===== src/rtl/jtag_pkg.sv =====
// ---------------------------------------------------------------------------
// jtag_pkg
// Shared types and constants for the JTAG master:
//   jtag_op_e    - command opcodes accepted on cmd_op
//   jtag_state_e - master FSM states
//   IR_*         - 3-bit instruction codes of the target TAP, IR_LEN = 3
//   pre_len()    - number of TCK cycles in the TMS preamble of a command
//   pre_tms()    - TMS value for a given preamble step
// ---------------------------------------------------------------------------
package jtag_pkg;

  localparam int LEN_W  = 6;
  localparam int IR_LEN = 3;

  localparam logic [IR_LEN-1:0] IR_BYPASS  = 3'b111;
  localparam logic [IR_LEN-1:0] IR_IDCODE  = 3'b001;
  localparam logic [IR_LEN-1:0] IR_SAMPLE  = 3'b010;
  localparam logic [IR_LEN-1:0] IR_PRELOAD = 3'b011;
  localparam logic [IR_LEN-1:0] IR_INTEST  = 3'b100;
  localparam logic [IR_LEN-1:0] IR_EXTEST  = 3'b101;

  typedef enum logic [1:0] {
    OP_RESET = 2'd0,
    OP_IR    = 2'd1,
    OP_DR    = 2'd2,
    OP_IDLE  = 2'd3
  } jtag_op_e;

  typedef enum logic [2:0] {
    S_IDLE  = 3'd0,
    S_PRE   = 3'd1,
    S_SHIFT = 3'd2,
    S_POST  = 3'd3,
    S_RSP   = 3'd4
  } jtag_state_e;

  // OP_IDLE is modelled as a preamble of cmd_len cycles with TMS=0, so the
  // same step counter serves every opcode.
  function automatic logic [LEN_W-1:0] pre_len(jtag_op_e op, logic [LEN_W-1:0] len);
    logic [LEN_W-1:0] r;
    case (op)
      OP_RESET: r = 6'd6;
      OP_IR:    r = 6'd4;
      OP_DR:    r = 6'd3;
      default:  r = len;
    endcase
    return r;
  endfunction

  // RESET: 1,1,1,1,1,0   IR: 1,1,0,0   DR: 1,0,0   IDLE: all 0
  function automatic logic pre_tms(jtag_op_e op, logic [LEN_W-1:0] step);
    logic r;
    case (op)
      OP_RESET: r = (step < 6'd5);
      OP_IR:    r = (step < 6'd2);
      OP_DR:    r = (step == 6'd0);
      default:  r = 1'b0;
    endcase
    return r;
  endfunction

endpackage


===== src/rtl/jtag_tck_gen.sv =====
// ---------------------------------------------------------------------------
// jtag_tck_gen
// TCK divider: while en is high, tck toggles every CLK_DIV clk cycles,
// starting low; while en is low tck is held low and the divider is cleared.
// Ports:
//   clk, rst   - system clock, synchronous active-high reset
//   en         - run the divider
//   tck        - divided clock (registered)
//   rise, fall - one-cycle strobes, high in the clk cycle whose closing edge
//                drives tck high (rise) or low (fall)
// ---------------------------------------------------------------------------
module jtag_tck_gen #(
  parameter int CLK_DIV = 4
) (
  input  logic clk,
  input  logic rst,
  input  logic en,
  output logic tck,
  output logic rise,
  output logic fall
);

  logic [7:0] cnt_reg;
  logic       tck_reg;
  logic       toggle;

  assign toggle = en && (cnt_reg == 8'(CLK_DIV - 1));
  assign rise   = toggle && !tck_reg;
  assign fall   = toggle && tck_reg;
  assign tck    = tck_reg;

  always_ff @(posedge clk) begin
    if (rst || !en) begin
      cnt_reg <= '0;
      tck_reg <= 1'b0;
    end else if (toggle) begin
      cnt_reg <= '0;
      tck_reg <= ~tck_reg;
    end else begin
      cnt_reg <= cnt_reg + 8'd1;
    end
  end

endmodule


===== src/rtl/jtag_master.sv =====
// ---------------------------------------------------------------------------
// jtag_master
// Command-driven JTAG master. Each accepted command drives a TMS/TDI
// sequence on tck/tms/tdi, captures tdo during shift cycles and returns one
// response (rsp_data, rsp_err) held until rsp_ready.
// Parameters: CLK_DIV (clk cycles per TCK half period, 2..255),
//             MAX_LEN (maximum shift length in bits).
// Ports:
//   clk, rst                      - clock, synchronous active-high reset
//   cmd_valid/cmd_ready           - command handshake
//   cmd_op, cmd_len, cmd_data     - opcode, bit/cycle count, TDI bits (LSB first)
//   rsp_valid/rsp_ready           - response handshake
//   rsp_data, rsp_err             - captured TDO bits, command rejected
//   busy                          - command executing
//   tck, tms, tdi, tdo            - JTAG pins
// Build option: define JTAG_MASTER_TDO_SYNC_EN to pass tdo through a 2-flop
// synchronizer; the sample then lands two clk cycles after the tck rise and
// CLK_DIV must be at least 3.
// ---------------------------------------------------------------------------
module jtag_master
  import jtag_pkg::*;
#(
  parameter int CLK_DIV = 4,
  parameter int MAX_LEN = 32
) (
  input  logic               clk,
  input  logic               rst,
  input  logic               cmd_valid,
  output logic               cmd_ready,
  input  jtag_op_e           cmd_op,
  input  logic [5:0]         cmd_len,
  input  logic [MAX_LEN-1:0] cmd_data,
  output logic               rsp_valid,
  input  logic               rsp_ready,
  output logic [MAX_LEN-1:0] rsp_data,
  output logic               rsp_err,
  output logic               busy,
  output logic               tck,
  output logic               tms,
  output logic               tdi,
  input  logic               tdo
);

  localparam logic [LEN_W:0] MAX_LEN_W = (LEN_W + 1)'(MAX_LEN);

  jtag_state_e        state_reg, state_next;
  jtag_op_e           op_reg, op_next;
  logic [LEN_W-1:0]   len_reg, len_next;
  logic [MAX_LEN-1:0] data_reg, data_next;
  logic [LEN_W-1:0]   step_reg, step_next;
  logic [LEN_W-1:0]   bit_reg, bit_next;
  logic               tms_reg, tms_next;
  logic               tdi_reg, tdi_next;
  logic [MAX_LEN-1:0] rsp_data_reg, rsp_data_next;
  logic               rsp_err_reg, rsp_err_next;

  logic               tck_rise, tck_fall;
  logic               cap_strobe;
  logic [LEN_W-1:0]   cap_idx;
  logic               cap_bit;
  logic [LEN_W-1:0]   step_inc, bit_inc;
  logic               len_bad;

  assign busy      = (state_reg == S_PRE) || (state_reg == S_SHIFT) || (state_reg == S_POST);
  assign cmd_ready = (state_reg == S_IDLE) && !rst;
  assign rsp_valid = (state_reg == S_RSP);
  assign rsp_data  = rsp_data_reg;
  assign rsp_err   = rsp_err_reg;
  assign tms       = tms_reg;
  assign tdi       = tdi_reg;

  assign step_inc  = step_reg + 6'd1;
  assign bit_inc   = bit_reg + 6'd1;
  assign len_bad   = (cmd_len == '0) || ({1'b0, cmd_len} > MAX_LEN_W);

  jtag_tck_gen #(
    .CLK_DIV (CLK_DIV)
  ) u_tck_gen (
    .clk  (clk),
    .rst  (rst),
    .en   (busy),
    .tck  (tck),
    .rise (tck_rise),
    .fall (tck_fall)
  );

`ifdef JTAG_MASTER_TDO_SYNC_EN
  // The bit index and capture strobe travel alongside tdo through the
  // synchronizer, so the sample taken two cycles later is the tdo value that
  // was present at the tck rise.
  logic             tdo_s1_reg, tdo_s2_reg;
  logic             cap_p1_reg, cap_p2_reg;
  logic [LEN_W-1:0] idx_p1_reg, idx_p2_reg;

  always_ff @(posedge clk) begin
    if (rst) begin
      tdo_s1_reg <= 1'b0;
      tdo_s2_reg <= 1'b0;
      cap_p1_reg <= 1'b0;
      cap_p2_reg <= 1'b0;
      idx_p1_reg <= '0;
      idx_p2_reg <= '0;
    end else begin
      tdo_s1_reg <= tdo;
      tdo_s2_reg <= tdo_s1_reg;
      cap_p1_reg <= tck_rise && (state_reg == S_SHIFT);
      cap_p2_reg <= cap_p1_reg;
      idx_p1_reg <= bit_reg;
      idx_p2_reg <= idx_p1_reg;
    end
  end

  assign cap_strobe = cap_p2_reg;
  assign cap_idx    = idx_p2_reg;
  assign cap_bit    = tdo_s2_reg;
`else
  assign cap_strobe = tck_rise && (state_reg == S_SHIFT);
  assign cap_idx    = bit_reg;
  assign cap_bit    = tdo;
`endif

  // tms/tdi hold the values for the TCK cycle in progress; they are loaded on
  // acceptance and then only on a falling-edge strobe, which also advances
  // the sequence to the next TCK cycle.
  always_comb begin
    state_next    = state_reg;
    op_next       = op_reg;
    len_next      = len_reg;
    data_next     = data_reg;
    step_next     = step_reg;
    bit_next      = bit_reg;
    tms_next      = tms_reg;
    tdi_next      = tdi_reg;
    rsp_data_next = rsp_data_reg;
    rsp_err_next  = rsp_err_reg;

    case (state_reg)
      S_IDLE: begin
        if (cmd_valid && cmd_ready) begin
          op_next       = cmd_op;
          len_next      = cmd_len;
          data_next     = cmd_data;
          step_next     = '0;
          bit_next      = '0;
          tdi_next      = 1'b0;
          rsp_data_next = '0;
          rsp_err_next  = 1'b0;
          if ((cmd_op != OP_RESET) && len_bad) begin
            rsp_err_next = 1'b1;
            state_next   = S_RSP;
          end else begin
            tms_next   = pre_tms(cmd_op, 6'd0);
            state_next = S_PRE;
          end
        end
      end

      S_PRE: begin
        if (tck_fall) begin
          if (step_inc < pre_len(op_reg, len_reg)) begin
            step_next = step_inc;
            tms_next  = pre_tms(op_reg, step_inc);
          end else if ((op_reg == OP_IR) || (op_reg == OP_DR)) begin
            state_next = S_SHIFT;
            bit_next   = '0;
            tms_next   = (len_reg == 6'd1);
            tdi_next   = data_reg[0];
            data_next  = data_reg >> 1;
          end else begin
            state_next = S_RSP;
            tdi_next   = 1'b0;
          end
        end
      end

      S_SHIFT: begin
        if (tck_fall) begin
          if (bit_inc < len_reg) begin
            bit_next  = bit_inc;
            // TMS=1 on the last shift bit moves the TAP to Exit1
            tms_next  = (bit_inc == (len_reg - 6'd1));
            tdi_next  = data_reg[0];
            data_next = data_reg >> 1;
          end else begin
            state_next = S_POST;
            step_next  = '0;
            tms_next   = 1'b1;
            tdi_next   = 1'b0;
          end
        end
      end

      S_POST: begin
        if (tck_fall) begin
          if (step_reg == 6'd0) begin
            step_next = 6'd1;
            tms_next  = 1'b0;
          end else begin
            state_next = S_RSP;
          end
        end
      end

      S_RSP: begin
        if (rsp_ready) begin
          state_next = S_IDLE;
        end
      end

      default: begin
        state_next = S_IDLE;
      end
    endcase

    if (cap_strobe) begin
      for (int i = 0; i < MAX_LEN; i++) begin
        if (cap_idx == LEN_W'(i)) begin
          rsp_data_next[i] = cap_bit;
        end
      end
    end
  end

  always_ff @(posedge clk) begin
    if (rst) begin
      state_reg    <= S_IDLE;
      op_reg       <= OP_RESET;
      len_reg      <= '0;
      data_reg     <= '0;
      step_reg     <= '0;
      bit_reg      <= '0;
      tms_reg      <= 1'b1;
      tdi_reg      <= 1'b0;
      rsp_data_reg <= '0;
      rsp_err_reg  <= 1'b0;
    end else begin
      state_reg    <= state_next;
      op_reg       <= op_next;
      len_reg      <= len_next;
      data_reg     <= data_next;
      step_reg     <= step_next;
      bit_reg      <= bit_next;
      tms_reg      <= tms_next;
      tdi_reg      <= tdi_next;
      rsp_data_reg <= rsp_data_next;
      rsp_err_reg  <= rsp_err_next;
    end
  end

endmodule

===== config.mk =====
export PLATFORM = sky130hd
export DESIGN_NAME = jtag_master
export DESIGN_NICKNAME = d
export VERILOG_FILES = /design/src/rtl/jtag_pkg.sv /design/src/rtl/jtag_tck_gen.sv /design/src/rtl/jtag_master.sv
export SDC_FILE = /design/constraint.sdc
export NUM_CORES = 1
export LEC_CHECK = 0
export BUFFER_PORTS_ARGS = -buffer_cell sky130_fd_sc_hd__clkbuf_2
export CAP_MARGIN = 20
export CORE_UTILIZATION = 25
export DETAILED_ROUTE_END_ITERATION = 7
export GPL_TIMING_DRIVEN = 0
export HOLD_SLACK_MARGIN = 0.06
export PLACE_DENSITY = 0.51
export SYNTH_ARGS = -nofsm -noshare
export SYNTH_HDL_FRONTEND = slang
export SYNTH_HIERARCHICAL = 1
export SYNTH_SLANG_ARGS = --single-unit

===== constraint.sdc =====
create_clock -name clk -period 5.3 [get_ports clk]
set_input_delay 1.06 -clock clk [delete_from_list [all_inputs] [get_ports clk]]
set_output_delay 1.06 -clock clk [all_outputs]
set_load 0.01 [all_outputs]

==> flow_summary_export.csv <==
group,metric,value,unit
status,status,"finished, final reports clean",
timing,finalHoldViolCount,0,
cts,cts_resized,0,
pwr,p_leak,2.32,nW
cts,cts_htree_levels,3,
setup_path,critPathKind,"reg2reg",
setup_path,r2r_setup_slack,1.53,ns
synth,synth_most_common_cell,"dfxtp_1",
grt,grt_start_max_net_pins,17,
setup_path,worstPathMaxFanout,10,
layout,num_antenna_cells,0,
floorplan,fp.dieArea,0.0218,sq mm
routing,post_drt_via_cell_ratio,4.87,
cts,cts_buffer_depth,2,
setup_path,required,5.57,ns
pwr,power.density,332,mW/mm^2
routing,dr.pass1.iters,5,
routing,vias,4904,
cts,clock_latency,0.36,ns
run,cap_viol_max_count,0,
setup_path,end_kind,"flip-flop",
synth,synth_edf_count,0,
routing,drt-initial-drc-count,243,
worst_hold_path,hold_class,"reg2reg",
pwr,vdd_drop_max,149,uV
synth,synth.area.top_cells,"dfxtp_1 (37%), mux2i_1 (6.6%), ha_1 (5.6%)",
grt,grt_pass1_wl,25000,um
timing,rsz0062_at_grt,"false",
synth,synth_cell_type_count,62,
synth,netlist_area,0.00532,sq mm
synth,synth-async-reset-ratio,0,%
timing,slew_headroom,43.5,%
layout,drive_above_1_share,15.9,%
routing,wl_per_cell,15.3,um
synth,syn_inst,640,
synth,ys_ff_latch,99,
floorplan,start_util,25.9,%
place,dp_hpwl,11300,um
routing,postRouteAntennaNets,0,
synth,yosys.area.top_type,"dfxtp_1",
grt,grt_pass1_vias,4733,
synth,synth_top_area_share,37.3,%
floorplan,die_y,148,um
cts,cts.sinks,99,
timing,setup_tns,0,ns
worst_hold_path,hold_start,"rsp_data[18]",
synth,avgSynthCellArea,8.30,sq um
synth,yosys-top-cells-count,"dfxtp_1 (99), nor2_1 (64), a21oi_1 (52), nand3_1 (52), nand2_1 (45)",
worst_hold_path,min_to,"rsp_data[18]",
cts,tritoncts,"yes",
setup_path,arrival,4.03,ns
timing,finalCriticalPeriod,3.77,ns
place,globalplace.congestion,0.818,
timing,skew,0.0119,ns
timing,period_share,71.1,%
layout,nets,803,
synth,ys_seq_area_share,37.3,%
timing,setup_violations,0,
setup_path,start_kind,"flip-flop",
synth,yosys_most_used_dff,"dfxtp_1",
layout,fill_cells,2288,
synth,synth_fp_nets,709,
cts,cts_setup_buffers,0,
cts,cts_buffers,9,
setup_path,r2r-start,"bit_reg[3]",
floorplan,die_w,148,um
cts,cts-root-buf,"clkbuf_16",
layout,area_growth,19.7,%
cts,clkTransAtPathRegs,0.07,ns
floorplan,io-pin-count,84,
grt,grt_usage,14.5,%
setup_path,reg2regPathDepth,13,
grt,grt_antenna_before_repair,0,
place,port-buffer-count,83,
timing,worst_pin_slew,0.836,ns
floorplan,rows,52,
timing,whs,0.469,ns
synth,yosysWarningCount,6,
worst_hold_path,holdPathStages,2,
floorplan,core,0.0206,sq mm
routing,wl,15400,um
timing,fmax,0.266,GHz
timing,drv_slew,0,
cts,cts_hold_buf,0,
routing,drc,0,
setup_path,r2r_end,"data_reg[19]",
grt,overflow,0,
==> worst max-delay path by stage <==
stage,depth (start not counted),end,from
final,13,data_reg[19],bit_reg[3]
after global routing,12,data_reg[19],bit_reg[0]
after CTS,13,data_reg[19],bit_reg[3]
after detailed placement,13,data_reg[19],bit_reg[3]
after global placement,13,data_reg[19],bit_reg[3]
after floorplan,3,cmd_ready,rst
==> worst max-delay path: stages (launching register included) <==
cell and delay [ns]:
dfxtp_1 0.30, clkbuf_1 0.32, and2_1 0.18, clkbuf_1 0.32, nand4_1 0.17, xnor2_1 0.20, ha_1 0.22, o41ai_1 0.75
nor2_1 0.15, nor3b_2 0.29, buf_2 0.29, buf_4 0.22, nor2_1 0.05, a211oi_1 0.22
==> cell families after synthesis <==
| kind of cell | count (synthesis) | share of synthesized area [%] |
|---|---|---|
| xor gates and xnor gates | 22 | 3.63 |
| and+or+nand+nor | 232 | 21.5 |
| DFF | 99 | 37.3 |
| adders and majority gates | 24 | 5.65 |
| buffers and inverters | 70 | 5.46 |
| AOI/OAI and AO/OA | 156 | 19.4 |
| muxes | 37 | 7.09 |
==> metrics by stage <==
step                      std cells  util, %  setup slack [ns]  instance area (sq um)  total power, mW
after floorplan                 640        -              2.43                   5320             1.30
after global routing           1008     30.9              1.08                   6360             2.24
after global placement          993     29.5              1.61                   6070             1.45
final                          1008     30.9              1.53                   6360             2.11
after CTS                      1008     30.9              1.51                   6360             2.13
after detailed placement        993     29.5              1.55                   6070             1.45
==> per-layer routing <==
layer | GRT usage, % | up-vias | part of all wire (%)
li1 | - | 2480 | -
met1 | 20.3 | 2270 | 50
met2 | 21.4 | 125 | 42
met3 | 2.72 | 29 | 4.9
met4 | 6.65 | 0 | 2.8
met5 | 0 | - | 0
==> layout make-up <==
class | instances | area (sq um) | area share [%]
Inverter | 23 | 86.3 | 1.36
Timing Repair Buffer | 83 | 415 | 6.53
Buffer | 47 | 204 | 3.21
Sequential cell | 99 | 1980 | 31.2
Tap cell | 270 | 338 | 5.31
Clock buffer | 9 | 225 | 3.54
Multi-Input combinational cell | 471 | 3040 | 47.8
Clock inverter | 6 | 67.6 | 1.06
==> cell usage in the layout, fill, tap and decap left out, types with 14 or more instances in the layout <==
cell	netlist	routed
nor2_1	64	64
clkbuf_2	0	83
mux2i_1	35	35
o211ai_1	21	21
dfxtp_1	99	99
ha_1	24	24
a21oi_1	52	52
o21ai_0	16	16
nand2_1	45	45
xnor2_1	14	14
clkbuf_1	35	35
inv_1	23	23
a211oi_1	33	33
nand3_1	52	52
==> report_power, final <==
group	internal [mW]	switching, mW	leakage, nW	total [mW]
clock	0.365	0.310	0.137	0.675
sequential	0.810	0.0456	0.805	0.855
combinational	0.239	0.344	1.38	0.582
No activity file was read; power rests on OpenSTA's default activity.
